### src/rtl/xadc_pkg.sv
// Shared constants, DRP FSM state and request payload for the ADC behavioural model.
package xadc_pkg;

  localparam int unsigned DW    = 16;
  localparam int unsigned AW    = 7;
  localparam int unsigned SW    = 12;
  localparam int unsigned CHW   = 5;
  localparam int unsigned CNT_W = 24;
  localparam int unsigned LAT_W = 8;

  localparam logic [AW-1:0] CFG0 = 7'h40;
  localparam logic [AW-1:0] CFG1 = 7'h41;
  localparam logic [AW-1:0] CFG2 = 7'h42;
  localparam logic [AW-1:0] AUX0 = 7'h10;

  localparam logic [7:0] DIV_MIN = 8'd2;

  // Status words exist for every selectable channel: 16 primaries then 16 aux from AUX0.
  localparam int unsigned NUM_STATUS = 32'(AUX0) + 32'd16;
  localparam int unsigned ST_AW      = $clog2(NUM_STATUS);

  typedef enum logic {
    DRP_IDLE,
    DRP_WAIT
  } drp_state_e;

  typedef struct packed {
    logic [AW-1:0] addr;
    logic          we;
  } drp_req_t;

endpackage

### src/rtl/xadc_conv_timer.sv
// Conversion timer: restarts every conversion, counting CONV_ADCCLKS x effective divider clk cycles.
module xadc_conv_timer
  import xadc_pkg::*;
#(
  parameter int unsigned CONV_ADCCLKS = 26
) (
  input  logic       clk,
  input  logic       rst_n,
  input  logic [7:0] div_i,
  input  logic       abort_i,
  output logic       start_c_o,
  output logic       done_c_o,
  output logic       busy_o
);

  logic             busy_q, busy_d;
  logic [CNT_W-1:0] cnt_q, cnt_d;
  logic [CNT_W-1:0] len_q, len_d;
  logic [7:0]       div_eff;

  // A conversion starts whenever idle or aborted; length is latched at start.
  always_comb begin
    div_eff   = (div_i < DIV_MIN) ? DIV_MIN : div_i;
    start_c_o = !busy_q || abort_i;
    done_c_o  = busy_q && !abort_i && (cnt_q == len_q);
    busy_d    = busy_q;
    cnt_d     = cnt_q;
    len_d     = len_q;
    if (start_c_o) begin
      busy_d = 1'b1;
      cnt_d  = CNT_W'(1);
      len_d  = CNT_W'(CONV_ADCCLKS) * CNT_W'(div_eff);
    end else if (done_c_o) begin
      busy_d = 1'b0;
    end else begin
      cnt_d = cnt_q + CNT_W'(1);
    end
  end

  always_ff @(posedge clk or negedge rst_n) begin
    if (!rst_n) begin
      busy_q <= 1'b0;
      cnt_q  <= '0;
      len_q  <= '0;
    end else begin
      busy_q <= busy_d;
      cnt_q  <= cnt_d;
      len_q  <= len_d;
    end
  end

  assign busy_o = busy_q;

endmodule

### config.mk
export PLATFORM = sky130hd
export DESIGN_NAME = xadc_conv_timer
export DESIGN_NICKNAME = d
export VERILOG_FILES = /design/src/rtl/xadc_pkg.sv /design/src/rtl/xadc_conv_timer.sv
export SDC_FILE = /design/constraint.sdc
export NUM_CORES = 1
export LEC_CHECK = 0
export ABC_AREA = 1
export CAP_MARGIN = 20
export CORE_ASPECT_RATIO = 1.2
export CORE_MARGIN = 2
export CORE_UTILIZATION = 53
export DETAILED_ROUTE_END_ITERATION = 16
export PLACE_DENSITY = 0.71
export RECOVER_POWER = 25
export REMOVE_ABC_BUFFERS = 1
export SLEW_MARGIN = 15
export SYNTH_ARGS = -nofsm -noshare
export SYNTH_HDL_FRONTEND = slang
export SYNTH_SLANG_ARGS = --single-unit
export TNS_END_PERCENT = 1
### constraint.sdc
create_clock -name clk -period 2 [get_ports clk]
set_input_delay 0.4 -clock clk [delete_from_list [all_inputs] [get_ports clk]]
set_output_delay 0.4 -clock clk [all_outputs]
set_load 0.05 [all_outputs]
==> results.toml <==
[critical_path]
worstPathMaxFanout = 3
critPathSlowestCell = "fa_1"
rr_worst_depth = 7
cp.required_ps = 2180
start_kind = "input pin"
path_class = "in -> reg"
worstReg2RegStart = "cnt_q[1]"
max_stage_delay_ps = 530
reg2reg_to = "cnt_q[16]"
end_kind = "flop"
arrival_ps = 2760
worstPathCellList = "buf_2, inv_2, ha_4, nand4_1, nand2_2, buf_6, ha_4, inv_2, fa_1, inv_2, buf_6, ha_4, nand3_4, nand3_4, nand3_2, nand2_1, nand2_1, nand3_1, nand2_1"
reg2reg_slack_ps = 380

[sta]
fmax_ghz = 0.389
fin_skew_ps = 8.66
whs_ps = 251
fin_ws_ps = -571
fin_crit_sh = 1.29
final.min_clock_period_ps = 2570
tightestPinTransition_ps = 1010
rsz0062_at_grt = "yes"
setup_viol = 9
relSlewSlack = 0.325
slew_viol_final = 0
hold_violations = 0

[layout]
final_cells = 533
antenna_cells = 0
fillers = 444
layout_commonest_cell = "nand2_1"
layout-drive-gt1-share = 0.231
nets = 509
utilization = 0.689
layout_common_cells = "nand2_1, inv_1, nor2_1"
multi_input_area_um2 = 1870
area_growth_pct = 24.7
regArea_um2 = 930

[cts]
clock_latency_ps = 300
h-tree-depth = 2
ctsHoldBuffers = 0
cts_buffer_depth = 2
clk_pin_slew_ps = 70
cts_tree = "yes"
clock-root-buffer = "clkbuf_8"
cts_inserted_buffers = 5
cts_sinks = 37

[grt]
use_met3 = 0.0285
grt_pass1_vias = 2777
grt_use_met1 = 0.257
grt_max_degree = 21
grt_remaining_overflow = 0
grt_pass1_wl_mm = 12.0
use_met2 = 0.487
grt_busiest_layer = "met2"
antenna_found_initial = 0
grt_usage = 0.252

[place]
dp_cells = 519
dp_hpwl_mm = 5.10
place_congestion = 0.856
io_buffers = 13

[routing]
dr.pass1.iters = 4
postRouteAntennaNets = 0
first_iter_violations = 151
wire_per_inst_um = 12.6
via_count = 2733
drc = 0
wirelength_mm = 6.71
routed_via_density = 5.13

[logic_synthesis]
syn_inst = 421
synth_seq_cells = 37
synth.cell_area_um2 = 2930
synth_seq_area_share = 0.316
yosys_warnings = 0
yosysUniqueCellTypes = 32
avgSynthCellArea_um2 = 6.95

[die]
pin_count = 14
core-area_um2 = 5300
die_w_um = 71.8
die_area_um2 = 6130
fp.dieH_um = 85.4
start_util = 0.552
rows = 29

[job]
drv_cap = 0

[outcome]
violations = "setup timing"
outcome = "finished, violations left"

[power_and_ir_drop]
powerDensity_nw_per_um2 = 593
p_leak_nw = 1.85
p_total_mw = 2.16
peakVddDrop_mv = 0.324

[worst_hold_path]
min_path_type = "in -> async"
metrics by stage:
step	setup WS (ps)	setup TNS, ps	cell area [um2]
floorplan	-755	-5510	2890
global placement	-1350	-10620	3360
detailed placement	-1430	-11150	3360
CTS	-482	-3220	3630
global route	-700	-5020	3650
finish	-571	-3920	3650
power breakdown:
part | total (mW) | internal [mW] | switching (mW)
Combinational | 0.764 | 0.343 | 0.421
Clock | 0.542 | 0.274 | 0.269
Sequential | 0.858 | 0.811 | 0.0471
Total | 2.16 | 1.43 | 0.737
synthesized netlist by cell type (all sizes together):
cell | n | area, um2
nand3 | 23 | 133
inv | 66 | 248
nor3b | 1 | 12.5
ha | 22 | 275
nand2 | 142 | 553
nor2 | 60 | 294
a21oi | 9 | 45.0
o21a | 1 | 7.51
a21boi | 1 | 7.51
o21ai | 11 | 55.1
nor3 | 8 | 50.1
nand4 | 12 | 75.1
and3 | 1 | 6.26
xor2 | 7 | 61.3
buf | 4 | 18.8
clkbuf | 6 | 22.5
dfrtp | 37 | 926
fa | 5 | 100
o22ai | 2 | 12.5
nand3b | 2 | 15.0
xnor2 | 1 | 8.76
flip-flops by register name, summed over array words and instances, names as in the netlist:
signal / count
cnt_q: 24
len_q: 12
busy_o: 1
worst max-delay path: cells and delay by family:
family	cells	cell delay (ps)
and+or+nand+nor	9	820
adders and majority gates	4	1040
buffers and inverters	6	500
how the worst max path moves through the flow:
stage | slack, ps | start | end | depth (start not counted)
2_1_floorplan | -750 | div_i[6] | len_q[10] | 15
3_3_place_gp | -1350 | div_i[6] | len_q[12] | 17
3_5_place_dp | -1430 | div_i[6] | len_q[12] | 16
4_1_cts | -480 | div_i[1] | len_q[11] | 18
5_1_grt | -700 | div_i[6] | len_q[11] | 19
6_report | -570 | div_i[6] | len_q[11] | 19
area by class of cell:
cell class / instances / area share
Clock buffer: 7 / 0.0237
Multi-Input combinational cell: 308 / 0.512
Inverter: 66 / 0.0679
Tap cell: 62 / 0.0213
Sequential cell: 37 / 0.255
Timing Repair Buffer: 53 / 0.120
cells by family (layout without fill, tap and decap cells):
family / after synthesis / after routing / share of synthesized area
AO/OA/AOI/OAI: 24 / 24 / 0.0436
XOR/XNOR: 8 / 8 / 0.0239
adder cells (fa/ha/maj): 27 / 27 / 0.128
buffers and inverters: 76 / 126 / 0.0988
flip-flops: 37 / 37 / 0.316
AND/OR/NAND/NOR: 249 / 249 / 0.389
routing by layer:
layer | share of wire | vias up
li1 | - | 1408
met1 | 0.38 | 1252
met2 | 0.55 | 46
met3 | 0.022 | 27
met4 | 0.051 | 0
met5 | 0 | -
repair_timing:
item,4_1_cts,5_1_grt
pin swaps,15,2
setup endpoints to repair,10,9
resized for setup,64,3
setup buffers,6,1
(Power assumes the default switching activity.)
